`src/rtl/cpu_defs_pkg.sv`:
```
// Shared CPU definitions used by the divider slice: divider FSM state
// encodings, the ALU opcodes that route to the divider and the default
// datapath width.
package cpu_defs_pkg;

   localparam int DIV_WIDTH = 32;

   localparam logic [7:0] ALUOP_DIV  = 8'b0001_1010;
   localparam logic [7:0] ALUOP_DIVU = 8'b0001_1011;

   typedef enum logic [1:0] {
      DIV_IDLE    = 2'b00,
      DIV_DIVZERO = 2'b01,
      DIV_ON      = 2'b10,
      DIV_END     = 2'b11
   } div_state_e;

endpackage

```
`src/rtl/div_ctrl_if.sv`:
```
// EX <-> divider handshake. EX drives the request side (master), the
// divider returns busy/stall/ready/result (slave).
interface div_ctrl_if
   import cpu_defs_pkg::*;
#(
   parameter int WIDTH = DIV_WIDTH
);
   logic               i_start;
   logic               i_signed;
   logic [WIDTH-1:0]   i_dividend;
   logic [WIDTH-1:0]   i_divisor;
   logic               i_annul;
   logic               o_busy;
   logic               o_stallreq;
   logic               o_ready;
   logic [2*WIDTH-1:0] o_result;

   modport master (
      output i_start, i_signed, i_dividend, i_divisor, i_annul,
      input  o_busy, o_stallreq, o_ready, o_result
   );

   modport slave (
      input  i_start, i_signed, i_dividend, i_divisor, i_annul,
      output o_busy, o_stallreq, o_ready, o_result
   );
endinterface

```
`src/rtl/div_step.sv`:
```
// One restoring-division iteration: shift {rem, dvd} left by one, trial
// subtract the divisor from the upper half and keep it when non-negative.
// The quotient bit is shifted into the bottom of dvd, so after WIDTH steps
// dvd holds the quotient and rem the remainder.
module div_step #(
   parameter int WIDTH = 32
) (
   input  logic [WIDTH-1:0] i_rem,
   input  logic [WIDTH-1:0] i_dvd,
   input  logic [WIDTH-1:0] i_divisor,
   output logic [WIDTH-1:0] o_rem,
   output logic [WIDTH-1:0] o_dvd,
   output logic             o_qbit
);
   logic [WIDTH:0] shifted;
   logic [WIDTH:0] trial;

   // Trial subtraction on a WIDTH+1 wide partial remainder; MSB is the borrow.
   always_comb begin
      shifted = {i_rem, i_dvd[WIDTH-1]};
      trial   = shifted - {1'b0, i_divisor};
      o_qbit  = ~trial[WIDTH];
      o_rem   = o_qbit ? trial[WIDTH-1:0] : shifted[WIDTH-1:0];
      o_dvd   = {i_dvd[WIDTH-2:0], o_qbit};
   end
endmodule

```
`src/rtl/div_ctrl.sv`:
```
// Iterative radix-2 restoring divider for DIV/DIVU in EX.
// Optional signed support is enabled by defining DIV_SIGNED_EN; without it
// i_signed is ignored and every operation is unsigned.
//
// state       | meaning
// ------------+------------------------------------------------------
// DIV_IDLE    | waiting for an un-annulled request
// DIV_DIVZERO | divisor was zero, result forced to 0 next edge
// DIV_ON      | one quotient bit per cycle, WIDTH cycles
// DIV_END     | result loaded; o_ready held until EX drops i_start
module div_ctrl
   import cpu_defs_pkg::*;
#(
   parameter int WIDTH = DIV_WIDTH,
   parameter int CNT_W = 6
) (
   input  logic       clk,
   input  logic       rst,
   div_ctrl_if.slave  bus
);
   div_state_e         state_q, state_d;
   logic [CNT_W-1:0]   cnt_q, cnt_d;
   logic [WIDTH-1:0]   rem_q, rem_d;
   logic [WIDTH-1:0]   dvd_q, dvd_d;
   logic [WIDTH-1:0]   dsr_q, dsr_d;
   logic               neg_quo_q, neg_quo_d;
   logic               neg_rem_q, neg_rem_d;
   logic               ready_q, ready_d;
   logic [2*WIDTH-1:0] result_q, result_d;

   logic [WIDTH-1:0]   step_rem, step_dvd;
   logic               step_qbit;
   logic [WIDTH-1:0]   a_mag, b_mag;
   logic               a_neg, b_neg;

   div_step #(.WIDTH(WIDTH)) u_step (
      .i_rem     (rem_q),
      .i_dvd     (dvd_q),
      .i_divisor (dsr_q),
      .o_rem     (step_rem),
      .o_dvd     (step_dvd),
      .o_qbit    (step_qbit)
   );

`ifdef DIV_SIGNED_EN
   // Signed operands are reduced to magnitudes at accept; the most-negative
   // value maps to itself, which is the correct unsigned magnitude.
   always_comb begin
      a_neg = bus.i_signed & bus.i_dividend[WIDTH-1];
      b_neg = bus.i_signed & bus.i_divisor[WIDTH-1];
      a_mag = a_neg ? (~bus.i_dividend + 1'b1) : bus.i_dividend;
      b_mag = b_neg ? (~bus.i_divisor  + 1'b1) : bus.i_divisor;
   end
`else
   logic unused_signed;
   assign unused_signed = bus.i_signed ^ step_qbit;

   // Unsigned-only build: operands pass straight through.
   always_comb begin
      a_neg = 1'b0;
      b_neg = 1'b0;
      a_mag = bus.i_dividend;
      b_mag = bus.i_divisor;
   end
`endif

   // Next-state, datapath and result loading.
   always_comb begin
      state_d   = state_q;
      cnt_d     = cnt_q;
      rem_d     = rem_q;
      dvd_d     = dvd_q;
      dsr_d     = dsr_q;
      neg_quo_d = neg_quo_q;
      neg_rem_d = neg_rem_q;
      ready_d   = 1'b0;
      result_d  = result_q;

      unique case (state_q)
         DIV_IDLE: begin
            if (bus.i_start && !bus.i_annul) begin
               rem_d     = '0;
               dvd_d     = a_mag;
               dsr_d     = b_mag;
               neg_quo_d = a_neg ^ b_neg;
               neg_rem_d = a_neg;
               cnt_d     = '0;
               state_d   = (bus.i_divisor == '0) ? DIV_DIVZERO : DIV_ON;
            end
         end
         DIV_DIVZERO: begin
            if (bus.i_annul) begin
               state_d = DIV_IDLE;
            end else begin
               result_d = '0;
               state_d  = DIV_END;
            end
         end
         DIV_ON: begin
            if (bus.i_annul) begin
               state_d = DIV_IDLE;
            end else begin
               rem_d = step_rem;
               dvd_d = step_dvd;
               cnt_d = cnt_q + CNT_W'(1);
               if (cnt_q == CNT_W'(WIDTH - 1)) begin
                  // Sign fix-up folded into the load so latency is unchanged.
                  result_d = {neg_rem_q ? (~step_rem + 1'b1) : step_rem,
                              neg_quo_q ? (~step_dvd + 1'b1) : step_dvd};
                  cnt_d    = '0;
                  state_d  = DIV_END;
               end
            end
         end
         DIV_END: begin
            if (bus.i_annul || !bus.i_start) begin
               state_d = DIV_IDLE;
            end else begin
               ready_d = 1'b1;
            end
         end
         default: state_d = DIV_IDLE;
      endcase
   end

   // State and datapath registers with synchronous reset.
   always_ff @(posedge clk) begin
      if (rst) begin
         state_q   <= DIV_IDLE;
         cnt_q     <= '0;
         rem_q     <= '0;
         dvd_q     <= '0;
         dsr_q     <= '0;
         neg_quo_q <= 1'b0;
         neg_rem_q <= 1'b0;
         ready_q   <= 1'b0;
         result_q  <= '0;
      end else begin
         state_q   <= state_d;
         cnt_q     <= cnt_d;
         rem_q     <= rem_d;
         dvd_q     <= dvd_d;
         dsr_q     <= dsr_d;
         neg_quo_q <= neg_quo_d;
         neg_rem_q <= neg_rem_d;
         ready_q   <= ready_d;
         result_q  <= result_d;
      end
   end

   assign bus.o_ready    = ready_q;
   assign bus.o_result   = result_q;
   assign bus.o_busy     = (state_q != DIV_IDLE);
   assign bus.o_stallreq = bus.i_start & ~ready_q & ~bus.i_annul;
endmodule
```
`src/flat_wrapper.sv`:
```
// flat-port wrapper written by rule: the top's interface ports become plain ports
module div_ctrl_flat import cpu_defs_pkg::*;
#(
   parameter int WIDTH = DIV_WIDTH,
   parameter int CNT_W = 6
)
  (clk, rst, bus_i_start, bus_i_signed, bus_i_dividend, bus_i_divisor, bus_i_annul, bus_o_busy, bus_o_stallreq, bus_o_ready, bus_o_result);
  div_ctrl_if #(.WIDTH(WIDTH)) bus_i ();
  input  logic clk;
  input  logic rst;
  input wire logic [$bits(bus_i.i_start)-1:0] bus_i_start;
  input wire logic [$bits(bus_i.i_signed)-1:0] bus_i_signed;
  input wire logic [$bits(bus_i.i_dividend)-1:0] bus_i_dividend;
  input wire logic [$bits(bus_i.i_divisor)-1:0] bus_i_divisor;
  input wire logic [$bits(bus_i.i_annul)-1:0] bus_i_annul;
  output wire logic [$bits(bus_i.o_busy)-1:0] bus_o_busy;
  output wire logic [$bits(bus_i.o_stallreq)-1:0] bus_o_stallreq;
  output wire logic [$bits(bus_i.o_ready)-1:0] bus_o_ready;
  output wire logic [$bits(bus_i.o_result)-1:0] bus_o_result;
  assign bus_i.i_start = bus_i_start;
  assign bus_i.i_signed = bus_i_signed;
  assign bus_i.i_dividend = bus_i_dividend;
  assign bus_i.i_divisor = bus_i_divisor;
  assign bus_i.i_annul = bus_i_annul;
  assign bus_o_busy = bus_i.o_busy;
  assign bus_o_stallreq = bus_i.o_stallreq;
  assign bus_o_ready = bus_i.o_ready;
  assign bus_o_result = bus_i.o_result;
  div_ctrl #(.WIDTH(WIDTH), .CNT_W(CNT_W)) u_core (.clk(clk), .rst(rst), .bus(bus_i));
endmodule
```
`config.mk`:
```
export PLATFORM = sky130hd
export DESIGN_NAME = div_ctrl_flat
export DESIGN_NICKNAME = d
export VERILOG_FILES = /design/src/rtl/cpu_defs_pkg.sv /design/src/rtl/div_ctrl_if.sv /design/src/rtl/div_step.sv /design/src/rtl/div_ctrl.sv /design/src/flat_wrapper.sv
export SDC_FILE = /design/constraint.sdc
export NUM_CORES = 1
export LEC_CHECK = 0
export CELL_PAD_IN_SITES_DETAIL_PLACEMENT = 0
export CELL_PAD_IN_SITES_GLOBAL_PLACEMENT = 2
export CORE_ASPECT_RATIO = 1.5
export CORE_MARGIN = 1
export CORE_UTILIZATION = 33
export CTS_CLUSTER_DIAMETER = 120
export CTS_CLUSTER_SIZE = 24
export DETAILED_ROUTE_END_ITERATION = 16
export GPL_TIMING_DRIVEN = 0
export HOLD_SLACK_MARGIN = 0.08
export PLACE_DENSITY_LB_ADDON = 0.1
export SLEW_MARGIN = 40
export SYNTH_ARGS = -nofsm -noshare
export SYNTH_HDL_FRONTEND = slang
export SYNTH_HIERARCHICAL = 1
export SYNTH_SLANG_ARGS = --single-unit
```
`constraint.sdc`:
```
create_clock -name clk -period 4.6 [get_ports clk]
set_input_delay 0.69 -clock clk [delete_from_list [all_inputs] [get_ports clk]]
set_output_delay 0.69 -clock clk [all_outputs]
set_load 0.03 [all_outputs]
```
==> results.tsv <==
stage	metric	value	unit
status	outcome	complete, no violations	
final_layout	nets	1250	
floorplan	starting density of the core	33.7	%
floorplan	full die area	0.0278	mm2
yosys	ranking of synthesized cells by area	dfxtp_1 38%, ha_1 5.3%, a21oi_1 5.2%, nand2_1 4.9%, mux2i_1 3.9%	
yosys	async set or reset register ratio after synthesis	0	%
worst_setup_path	Top delay family on crit path	compound AO/OA/AOI/OAI gates	
sta	slew at the pin closest to its max-slew limit	0.668	ns
worst_setup_path	startpoint types	flip-flop	
yosys	main flop type after synthesis	dfxtp_1	
yosys	Avg Cell Area, Syn	9.06	um2
yosys	register area share after synthesis	37.7	%
drt	vias per inst	5.16	
worst_setup_path	worst path bufs/invs	4	
worst_setup_path	CP endpoint kind	flip-flop	
drt	drt wl/cell	18.8	um
yosys	top-count cell post-synth	dfxtp_1	
sta	Hold Fails Final Rpt	0	
power_and_ir_drop	worst vdd ir	392	uV
yosys	XOR/XNOR share of the synthesized area	2.54	%
yosys	Synth top area share	37.7	%
sta	RSZ-0062 raised after global routing	false	
yosys	simple-gate share of the synthesized area	14.7	%
final_layout	final cell count without fillers	1491	
sta	Setup violations, final	0	
yosys	Synth Area in Adders	5.53	%
grt	vias in the first global route	8000	
yosys	mux cell area share after synthesis	7.85	%
worst_setup_path	worst setup path class	reg2reg	
cts	Clock transition at path regs	0.06	ns
cts	H-Tree Depth	4	
place	Port-buffer cells	132	
yosys	Post-Synthesis Cells	989	
cts	total CTS buffers	17	
final_layout	Syn-to-layout area delta	26.7	%
flow_run	max-cap viol count	0	
worst_setup_path	CP Data Required Time	4.93	ns
power_and_ir_drop	pwr dens	554	mW/mm2
sta	slew margin rel.	55.0	%
sta	clk_skew	0.00710	ns
sta	Final Cycle Share	87.6	%
drt	initial drt markers	357	
grt	largest net degree at the start of global routing	17	
worst_setup_path	Crit Path Max Fanout	10	
grt	global-route wire length before repair	43.9	mm
yosys	largest area contributor in the netlist	dfxtp_1	
worst_setup_path	peak per-stage delay on the critical path	0.43	ns
worst_hold_path	Hold Path Class	reg2reg	
cts	setup bufs post-CTS	0	
power_and_ir_drop	Pleak	4.38	nW
worst_setup_path	Critical Path AT	4.36	ns
yosys	Post-synth EDFFs	0	
sta	worst hold slack	0.455	ns
floorplan	number of core rows	73	
place	Placed Instances	1459	
grt	global route overflow	0	
worst_setup_path	Slowest cell on crit path	mux2i_4	
drt	DR vias	7698	
yosys	Post-Syn Area	0.00896	mm2
yosys	syn_nets	1097	
sta	post-layout minimum cycle time	4.03	ns
sta	Final Slew Violations	0	
grt	Global Route Usage Sum	21.0	%
drt	Remaining DRCs	0	
final_layout	n_diodes	0	
final_layout	fraction of layout cells with a size suffix above 1	13.3	%
sta	setup TNS	0	ns
cts	Sink Count	169	
yosys	commonest cells in the netlist	169 x dfxtp_1, 118 x nand2_1, 93 x a21oi_1	
cts	hold_buf cts	0	
yosys	largest family of logic cells by synthesized area	compound AO/OA/AOI/OAI gates	
cts	Gates resized, CTS repair	0	
cts	Clock Tree Buf Depth	2	
cts	Root Buffer	clkbuf_16	
yosys	Yosys Warn Count	6	
drt	WL final	28.1	mm
grt	number of antenna violations at the first check in global routing	0	
place	detailed placement HPWL	21.7	mm
floorplan	chip height	204	um
yosys	post-synthesis compound-gate area fraction	22.1	%
floorplan	Die Wd	137	um
place	routability cong.	0.816	
floorplan	IO Pins	136	
worst_setup_path	cells along the critical path	inv_1 -> ha_1 -> fa_1 -> and2b_2 -> o2111ai_2 -> a21oi_2 -> o2111ai_1 -> a211oi_2 -> nor2_4 -> mux2i_4 -> and2_4 -> buf_12 -> inv_8 -> buf_12 -> mux2_4 -> a22o_1	
cts	CTS tree	done	
yosys	Yosys reg bits	169	
drt	Routed Antenna Nets	0	
yosys	distinct cell type count after synthesis	77	
sta	fmax	248	MHz
floorplan	Placeable Area	0.0266	mm2
drt	DR pass1 iterations	4	
cts	clock latency on the worst-skew pair	0.44	ns
worst_setup_path	CP most frequent cell	buf_12	
## registers in the layout, indices dropped and copies added, names as in the netlist
name                 flops
u_core/state_q           2
u_core/dsr_q            32
u_core/cnt_q             6
u_core/rem_q            32
u_core/bus.o_result     64
u_core/dvd_q            32
u_core/bus.o_ready       1
## layout by cell type (no fill, tap or decap), drive strengths merged, types with 8 or more instances in the layout
cell type and n:
nor3 8, ha 38, a21o 18, a22o 32
a21oi 94, clkdlybuf4s50 132, o21ai 22, buf 79
a32o 33, o21a 10, a211oi 35, clkbuf 43
nor4 9, nor2 52, mux2i 36, nand3 48
dfxtp 169, mux2 23, xor2 13, inv 43
and3 9, xnor2 13, nand2 118
## report_power, final
part | switching (W) | internal (W)
Combinational | 0.00167 | 0.00135
Sequential | 0.0000876 | 0.00161
Clock | 0.000616 | 0.000952
Total | 0.00238 | 0.00391
## routing by layer
metal	share of wire, %	wire length (um)	GRT usage (%)	vias up
li1	-	-	-	3852
met1	40	11400	23.0	3663
met2	53	14800	39.1	156
met3	4.8	1350	4.56	27
met4	1.9	530	7.22	0
met5	0	0	0	-
## stage by stage
step           power, W  setup slack [ns]  area [um2]  utilization [%]
2_1_floorplan   0.00397              1.19        8960                -
3_3_place_gp    0.00479             0.498       10700             40.3
3_5_place_dp    0.00479             0.497       10700             40.3
4_1_cts         0.00638             0.488       11300             42.7
5_1_grt         0.00669             0.329       11400             42.7
6_report        0.00629             0.571       11400             42.7
## logic make-up (layout without fill, tap and decap cells)
kind of cell               count (synthesis)  count (layout)
AOI/OAI and AO/OA                        278             278
and+or+nand+nor                          277             277
DFF                                      169             169
buffers and inverters                    141             306
muxes                                     59              59
adders and majority gates                 39              39
xor gates and xnor gates                  26              26
## final cells by class
cell class,instances,area [um2]
Inverter,41,161
Multi-Input combinational cell,679,4730
Timing Repair Buffer,134,1340
Tap cell,337,422
Sequential cell,169,3380
Fill cell,2684,15200
Clock buffer,21,470
Clock inverter,10,164
Buffer,100,692
## final timing paths
path                                 startpoint  slack (ns)  cells after the start                                    to
setup / recovery  u_core/dvd_q[31]$_SDFFE_PP0P_        0.57                     16  u_core/bus.o_result[62]$_SDFFE_PP0P_
hold / removal    u_core/dsr_q[27]$_SDFFE_PP0P_        0.45                      2         u_core/dsr_q[27]$_SDFFE_PP0P_
setup reg to reg  u_core/dvd_q[31]$_SDFFE_PP0P_        0.57                     16  u_core/bus.o_result[62]$_SDFFE_PP0P_
hold reg to reg   u_core/dsr_q[27]$_SDFFE_PP0P_        0.45                      2         u_core/dsr_q[27]$_SDFFE_PP0P_
## tightest hold or removal path, stage by stage, from the launching register on
cell and delay (ns):
dfxtp_1 0.31, nand2_1 0.05, a21oi_1 0.05
(Power assumes the default switching activity.)
